[src/rtl/tnoc_credit_pkg.sv]
// Shared types and helpers for the credit-based VC link sender.
package tnoc_credit_pkg;

  typedef enum logic {IDLE = 1'b0, IN_PACKET = 1'b1} tnoc_pkt_state;

  function automatic int credit_width(input int depth);
    return $clog2(depth + 1);
  endfunction

endpackage

[src/rtl/tnoc_vc_credit_sender_if.sv]
// Upstream flit stream, credit link and debug state of tnoc_vc_credit_sender.
// master = flit source / link partner side, slave = the sender block.
interface tnoc_vc_credit_sender_if
  import tnoc_credit_pkg::*;
#(
  parameter int CHANNELS     = 2,
  parameter int FLIT_WIDTH   = 64,
  parameter int FIFO_DEPTH   = 8,
  parameter int VC_WIDTH     = (CHANNELS > 1) ? $clog2(CHANNELS) : 1,
  parameter int CREDIT_WIDTH = credit_width(FIFO_DEPTH)
);
  logic                             i_valid;
  logic                             o_ready;
  logic [VC_WIDTH-1:0]              i_vc;
  logic                             i_head;
  logic                             i_tail;
  logic [FLIT_WIDTH-1:0]            i_flit;
  logic                             o_valid;
  logic [VC_WIDTH-1:0]              o_vc;
  logic                             o_head;
  logic                             o_tail;
  logic [FLIT_WIDTH-1:0]            o_flit;
  logic [CHANNELS-1:0]              i_credit_return;
  logic [CHANNELS*CREDIT_WIDTH-1:0] o_credit_count;
  tnoc_pkt_state                    o_pkt_state;

  modport master (
    output i_valid, i_vc, i_head, i_tail, i_flit, i_credit_return,
    input  o_ready, o_valid, o_vc, o_head, o_tail, o_flit, o_credit_count, o_pkt_state
  );

  modport slave (
    input  i_valid, i_vc, i_head, i_tail, i_flit, i_credit_return,
    output o_ready, o_valid, o_vc, o_head, o_tail, o_flit, o_credit_count, o_pkt_state
  );
endinterface

[src/rtl/tnoc_credit_counter.sv]
// Per-VC credit counter mirroring free slots in one downstream FIFO.
module tnoc_credit_counter
  import tnoc_credit_pkg::*;
#(
  parameter int DEPTH = 8,
  parameter int WIDTH = credit_width(DEPTH)
) (
  input  logic             clk,
  input  logic             rst,
  input  logic             i_consume,
  input  logic             i_return,
  output logic [WIDTH-1:0] o_count,
  output logic             o_available,
  output logic             o_overflow
);
  localparam logic [WIDTH-1:0] FULL = WIDTH'(DEPTH);

  logic full;
  assign full        = (o_count == FULL);
  assign o_available = (o_count != '0);
  // A return paired with a send is a legal net-zero update even when full.
  assign o_overflow  = i_return && !i_consume && full;

  always_ff @(posedge clk or posedge rst) begin
    if (rst) begin
      o_count <= FULL;
    end else if (i_consume && !i_return) begin
      o_count <= o_count - WIDTH'(1);
    end else if (!i_consume && i_return && !full) begin
      o_count <= o_count + WIDTH'(1);
    end
  end
endmodule

[src/rtl/tnoc_vc_credit_sender.sv]
// Credit-gated link sender: one registered flit stage, per-VC credit counters
// and a packet FSM. Define TNOC_CREDIT_CHECK_EN for the sticky o_error checker.
module tnoc_vc_credit_sender
  import tnoc_credit_pkg::*;
#(
  parameter int CHANNELS     = 2,
  parameter int FLIT_WIDTH   = 64,
  parameter int FIFO_DEPTH   = 8,
  parameter int VC_WIDTH     = (CHANNELS > 1) ? $clog2(CHANNELS) : 1,
  parameter int CREDIT_WIDTH = credit_width(FIFO_DEPTH)
) (
  input  logic                      clk,
  input  logic                      rst,
  tnoc_vc_credit_sender_if.slave    bus
`ifdef TNOC_CREDIT_CHECK_EN
  ,
  output logic                      o_error
`endif
);
  localparam int VC_SLOTS = 1 << VC_WIDTH;

  logic [CHANNELS-1:0]                   consume;
  logic [CHANNELS-1:0]                   avail;
  logic [CHANNELS-1:0]                   overflow;
  logic [CHANNELS-1:0][CREDIT_WIDTH-1:0] count;
  logic [VC_SLOTS-1:0]                   avail_ext;
  logic                                  xfer;
  tnoc_pkt_state                         state;

  // Unused VC encodings read as "no credit", so they can never be sent.
  always_comb begin
    avail_ext                 = '0;
    avail_ext[CHANNELS-1:0]   = avail;
  end

  assign bus.o_ready = avail_ext[bus.i_vc];
  assign xfer        = bus.i_valid && bus.o_ready;

  for (genvar i = 0; i < CHANNELS; i++) begin : g_vc
    assign consume[i] = xfer && (bus.i_vc == VC_WIDTH'(i));

    tnoc_credit_counter #(.DEPTH(FIFO_DEPTH), .WIDTH(CREDIT_WIDTH)) u_cnt (
      .clk         (clk),
      .rst         (rst),
      .i_consume   (consume[i]),
      .i_return    (bus.i_credit_return[i]),
      .o_count     (count[i]),
      .o_available (avail[i]),
      .o_overflow  (overflow[i])
    );

    assign bus.o_credit_count[i*CREDIT_WIDTH +: CREDIT_WIDTH] = count[i];
  end

  always_ff @(posedge clk or posedge rst) begin
    if (rst) begin
      bus.o_valid <= 1'b0;
      bus.o_vc    <= '0;
      bus.o_head  <= 1'b0;
      bus.o_tail  <= 1'b0;
      bus.o_flit  <= '0;
    end else begin
      bus.o_valid <= xfer;
      if (xfer) begin
        bus.o_vc   <= bus.i_vc;
        bus.o_head <= bus.i_head;
        bus.o_tail <= bus.i_tail;
        bus.o_flit <= bus.i_flit;
      end
    end
  end

  always_ff @(posedge clk or posedge rst) begin
    if (rst) begin
      state <= IDLE;
    end else if (xfer) begin
      case (state)
        IDLE:      if (bus.i_head && !bus.i_tail) state <= IN_PACKET;
        IN_PACKET: if (bus.i_tail)                state <= IDLE;
        default:                                  state <= IDLE;
      endcase
    end
  end

  assign bus.o_pkt_state = state;

`ifdef TNOC_CREDIT_CHECK_EN
  logic [VC_WIDTH-1:0] pkt_vc;
  logic err_ovf, err_vc, err_body, err_head, err_pvc;

  always_ff @(posedge clk or posedge rst) begin
    if (rst)                                                     pkt_vc <= '0;
    else if (xfer && state == IDLE && bus.i_head && !bus.i_tail) pkt_vc <= bus.i_vc;
  end

  // A flit on an unused VC is never accepted, so flag it when offered.
  assign err_ovf  = |overflow;
  assign err_vc   = bus.i_valid && (int'(bus.i_vc) >= CHANNELS);
  assign err_body = xfer && (state == IDLE) && !bus.i_head;
  assign err_head = xfer && (state == IN_PACKET) && bus.i_head;
  assign err_pvc  = xfer && (state == IN_PACKET) && (bus.i_vc != pkt_vc);

  always_ff @(posedge clk or posedge rst) begin
    if (rst) o_error <= 1'b0;
    else     o_error <= o_error | err_ovf | err_vc | err_body | err_head | err_pvc;
  end

  a_credit_overflow: assert property (@(posedge clk) disable iff (rst) !err_ovf);
  a_vc_range:        assert property (@(posedge clk) disable iff (rst) !err_vc);
  a_body_in_idle:    assert property (@(posedge clk) disable iff (rst) !err_body);
  a_head_in_packet:  assert property (@(posedge clk) disable iff (rst) !err_head);
  a_vc_switch:       assert property (@(posedge clk) disable iff (rst) !err_pvc);
`else
  logic unused_overflow;
  assign unused_overflow = |overflow;
`endif
endmodule
[src/flat_wrapper.sv]
// flat-port wrapper written by rule: the top's interface ports become plain ports
module tnoc_vc_credit_sender_flat import tnoc_credit_pkg::*;
#(
  parameter int CHANNELS     = 2,
  parameter int FLIT_WIDTH   = 64,
  parameter int FIFO_DEPTH   = 8,
  parameter int VC_WIDTH     = (CHANNELS > 1) ? $clog2(CHANNELS) : 1,
  parameter int CREDIT_WIDTH = credit_width(FIFO_DEPTH)
)
  (clk, rst, bus_i_valid, bus_i_vc, bus_i_head, bus_i_tail, bus_i_flit, bus_i_credit_return, bus_o_ready, bus_o_valid, bus_o_vc, bus_o_head, bus_o_tail, bus_o_flit, bus_o_credit_count, bus_o_pkt_state);
  tnoc_vc_credit_sender_if #(.CHANNELS(CHANNELS), .FLIT_WIDTH(FLIT_WIDTH), .FIFO_DEPTH(FIFO_DEPTH), .VC_WIDTH(VC_WIDTH), .CREDIT_WIDTH(CREDIT_WIDTH)) bus_i ();
  input  logic clk;
  input  logic rst;
  input wire logic [$bits(bus_i.i_valid)-1:0] bus_i_valid;
  input wire logic [$bits(bus_i.i_vc)-1:0] bus_i_vc;
  input wire logic [$bits(bus_i.i_head)-1:0] bus_i_head;
  input wire logic [$bits(bus_i.i_tail)-1:0] bus_i_tail;
  input wire logic [$bits(bus_i.i_flit)-1:0] bus_i_flit;
  input wire logic [$bits(bus_i.i_credit_return)-1:0] bus_i_credit_return;
  output wire logic [$bits(bus_i.o_ready)-1:0] bus_o_ready;
  output wire logic [$bits(bus_i.o_valid)-1:0] bus_o_valid;
  output wire logic [$bits(bus_i.o_vc)-1:0] bus_o_vc;
  output wire logic [$bits(bus_i.o_head)-1:0] bus_o_head;
  output wire logic [$bits(bus_i.o_tail)-1:0] bus_o_tail;
  output wire logic [$bits(bus_i.o_flit)-1:0] bus_o_flit;
  output wire logic [$bits(bus_i.o_credit_count)-1:0] bus_o_credit_count;
  output wire logic [$bits(bus_i.o_pkt_state)-1:0] bus_o_pkt_state;
  assign bus_i.i_valid = bus_i_valid;
  assign bus_i.i_vc = bus_i_vc;
  assign bus_i.i_head = bus_i_head;
  assign bus_i.i_tail = bus_i_tail;
  assign bus_i.i_flit = bus_i_flit;
  assign bus_i.i_credit_return = bus_i_credit_return;
  assign bus_o_ready = bus_i.o_ready;
  assign bus_o_valid = bus_i.o_valid;
  assign bus_o_vc = bus_i.o_vc;
  assign bus_o_head = bus_i.o_head;
  assign bus_o_tail = bus_i.o_tail;
  assign bus_o_flit = bus_i.o_flit;
  assign bus_o_credit_count = bus_i.o_credit_count;
  assign bus_o_pkt_state = bus_i.o_pkt_state;
  tnoc_vc_credit_sender #(.CHANNELS(CHANNELS), .FLIT_WIDTH(FLIT_WIDTH), .FIFO_DEPTH(FIFO_DEPTH), .VC_WIDTH(VC_WIDTH), .CREDIT_WIDTH(CREDIT_WIDTH)) u_core (.clk(clk), .rst(rst), .bus(bus_i));
endmodule
[config.mk]
export PLATFORM = sky130hd
export DESIGN_NAME = tnoc_vc_credit_sender_flat
export DESIGN_NICKNAME = d
export VERILOG_FILES = /design/src/rtl/tnoc_credit_pkg.sv /design/src/rtl/tnoc_vc_credit_sender_if.sv /design/src/rtl/tnoc_credit_counter.sv /design/src/rtl/tnoc_vc_credit_sender.sv /design/src/flat_wrapper.sv
export SDC_FILE = /design/constraint.sdc
export NUM_CORES = 1
export LEC_CHECK = 0
export ABC_AREA = 1
export BUFFER_PORTS_ARGS = -buffer_cell sky130_fd_sc_hd__buf_4
export CAP_MARGIN = 15
export CELL_PAD_IN_SITES_DETAIL_PLACEMENT = 0
export CELL_PAD_IN_SITES_GLOBAL_PLACEMENT = 1
export CORE_MARGIN = 2
export CORE_UTILIZATION = 35
export CTS_CLUSTER_DIAMETER = 120
export CTS_CLUSTER_SIZE = 24
export DETAILED_ROUTE_END_ITERATION = 12
export GPL_ROUTABILITY_DRIVEN = 0
export HOLD_SLACK_MARGIN = 0.05
export PLACE_DENSITY_LB_ADDON = 0.1
export REMOVE_ABC_BUFFERS = 1
export SLEW_MARGIN = 20
export SYNTH_ARGS = -nofsm -noshare
export SYNTH_HDL_FRONTEND = slang
export SYNTH_SLANG_ARGS = --single-unit
[constraint.sdc]
create_clock -name clk -period 3.54 [get_ports clk]
set_input_delay 0.177 -clock clk [delete_from_list [all_inputs] [get_ports clk]]
set_output_delay 0.177 -clock clk [all_outputs]
set_load 0.02 [all_outputs]
==> metrics.txt <==
DP Wirelength=5.38 mm; TNS Setup=0 ns; overall power=0.00375 W; final wirelength=8.52 mm; initial antenna violation count=0; # rows=35; Leakage=2.91 nW; Final Max Slew Viols=0; fmax=490 MHz; # diodes=0; post-synthesis compound-gate area fraction=1.01%; TritonCTS clock tree=done; via count=3,054; WP data arrival=2.32 ns; Via density=4.35; Final Hold Vio Count=0; global-route usage over all layers=17.7%; Die Y=99.9 µm; Mapped Area=3220 µm²; largest net degree at the start of global routing=68; area grow syn2layout=64.0%; CP Max Fanout=5; xor/xnor cell area share of the yosys netlist=0.816%; final period utilization=57.7%; CTS max path bufs=2; worst hold slack=0.0158 ns; CTS Buf Count=9; Root Driver=clkbuf_8; unrepaired setup endpoints after global routing=no; chip width=99.9 µm; register area share after synthesis=59.9%; vias in the first global route=3,011; Initial Util=35.5%; met3 wire len=540 µm; post-synthesis cell type count=23; Remaining Overflow, GRT=0; minimum clock period=2.04 ns; Yosys Warn Count=0; post-CTS sizing=0; final setup fails=0; adder-cell share of the synthesized area=2.80%; metal2 WL=4.02 mm; Skew-Pair Late Insertion Delay=0.35 ns; total clock sinks=77; VDD IR max=0.362 mV; worst hold path type=input port to asynchronous set/reset pin; nets=664; Final Cell Area=5280 µm²; final core utilization=58.3%; Worst Setup Start Kind=register; Pwr Density=711 nW/µm²; CP Capture Type=register; Buffers on Ports=149; WL/cell=12.1 µm; Clock transition at path regs=0.08 ns; top layer in use=met4; core area=9060 µm²; drt first pass iters=4; H-Tree Depth=3; initial DRC count=142; WP data required=3.82 ns; max-cap violations=0; combinational family with the most area after synthesis=simple AND/OR/NAND/NOR gates; syn_area_per_cell=8.66 µm²; #FFs+latches synth=77; mux share of post-synthesis cell area=0%; Crit Path Class=register to register; first-pass GRT wire length=14.1 mm; Routed Antenna Nets=0; Tightest Pin Transition=0.970 ns; outcome=complete, no violations; die area=9990 µm²; post-synthesis simple-gate area fraction=30.4%; share of cells above drive strength 1=29.9%; I/O pin count=150; post-synthesis cell count=372; drt drc=0; clk_skew=0.0113 ns; DRT met1 WL=3.85 mm; Worst slew margin=35.3%; DP Area=4410 µm²
-- kinds of logic after synthesis --
kind of cell | count (synthesis)
flip-flops | 77
AO/OA/AOI/OAI | 6
buffers and inverters | 32
AND/OR/NAND/NOR | 248
XOR/XNOR | 3
adder cells (fa/ha/maj) | 6
-- metal layers --
layer / up-vias / GRT usage [%]
li1: 1552 / -
met1: 1391 / 22.7
met2: 103 / 29.5
met3: 8 / 4.25
met4: 0 / 6.32
met5: - / 0
-- timing repair --
| action | CTS | global route |
|---|---|---|
| hold endpoints to repair | 66 | 0 |
| hold buffers | 65 | 0 |
| buffers inserted | 0 | 0 |
-- path summary, 6_finish.rpt --
check	from	endpoint	slack, ns	depth (start not counted)
worst max-delay path	u_core.g_vc[0].u_cnt.o_count[0]	u_core.g_vc[0].u_cnt.o_count[3]	1.50	14
worst min-delay path	rst	u_core.bus.o_flit[19]	0.02	2
worst max register to register	u_core.g_vc[0].u_cnt.o_count[0]	u_core.g_vc[0].u_cnt.o_count[3]	1.50	14
min in group clk	bus_i_head	u_core.bus.o_head	0.07	3
max in group asynchronous	rst	u_core.bus.o_flit[7]	2.66	3
worst min register to register	u_core.bus.o_flit[53]	u_core.bus.o_flit[53]	0.48	2
-- stage by stage --
stage               setup WS, ns  std cells
global route                1.27        702
floorplan                   1.32        358
global placement            1.53        621
CTS                         1.51        702
finish                      1.50        702
detailed placement          1.54        621
-- cell type report --
| cell class | count | area (µm²) |
|---|---|---|
| inverter | 18 | 68.8 |
| fill | 791 | 3780 |
| tap | 111 | 139 |
| timing repair buffer | 217 | 1790 |
| clock buffer | 11 | 141 |
| clock inverter | 5 | 83.8 |
| multi-input combinational | 263 | 1130 |
| sequential | 77 | 1930 |
-- sequential cells by signal (all words and copies together), names as in the netlist --
signal	flops
u_core.g_vc.u_cnt.o_count	8
u_core.bus.o_flit	64
u_core.bus.o_pkt_state	1
u_core.bus.o_head	1
u_core.bus.o_vc	1
u_core.bus.o_valid	1
u_core.bus.o_tail	1
-- Yosys cell counts (all sizes together) --
cell type / instances / share of area (%)
nand2: 226 / 27
dfrtp: 75 / 58
inv: 18 / 2.1
buf: 14 / 3.0
nand3: 12 / 2.0
nor2: 7 / 0.97
a21oi: 4 / 0.62
ha: 4 / 1.6
dfstp: 2 / 1.6
fa: 2 / 1.2
nand4: 2 / 0.58
xnor2: 2 / 0.54
nand3b: 1 / 0.23
o21ai: 1 / 0.16
o21bai: 1 / 0.23
xor2: 1 / 0.27
-- critical path, cell delays in order, from the launching register on --
cell      delay, ns
dfrtp_1        0.44
nor2_2         0.17
nand3_2        0.11
nand3_1        0.12
inv_1          0.06
nand2_1        0.13
inv_1          0.08
ha_1           0.27
nand2_1        0.07
nand2_1        0.05
a21oi_1        0.14
o21bai_1       0.16
nand2_1        0.07
nand2_1        0.06
nand2_1        0.04
-- layout by cell type, fill, tap and decap left out --
cell and n:
nand2_1 225, buf_4 152, dfrtp_1 75, dlygate4sd3_1 65
inv_1 15, nand3_1 11, clkbuf_8 10, nor2_1 5
a21oi_1 4, ha_1 4, nor2_2 2, inv_2 2
xnor2_1 2, fa_1 2, clkinvlp_4 2, bufinv_16 2
dfstp_2 2, nand3_2 1, o21bai_1 1, nand3b_1 1
nand2_4 1, xor2_1 1, o21ai_0 1, nand4_2 1
clkinv_2 1, nand4_1 1, clkinv_4 1, clkbuf_1 1
-- where the power goes --
part / internal [W] / total, W / switching, W
clock: 0.000418 / 0.000741 / 0.000323
sequential: 0.00118 / 0.00138 / 0.000200
combinational: 0.000690 / 0.00163 / 0.000940
total: 0.00229 / 0.00375 / 0.00146
No activity file was read; power rests on OpenSTA's default activity.
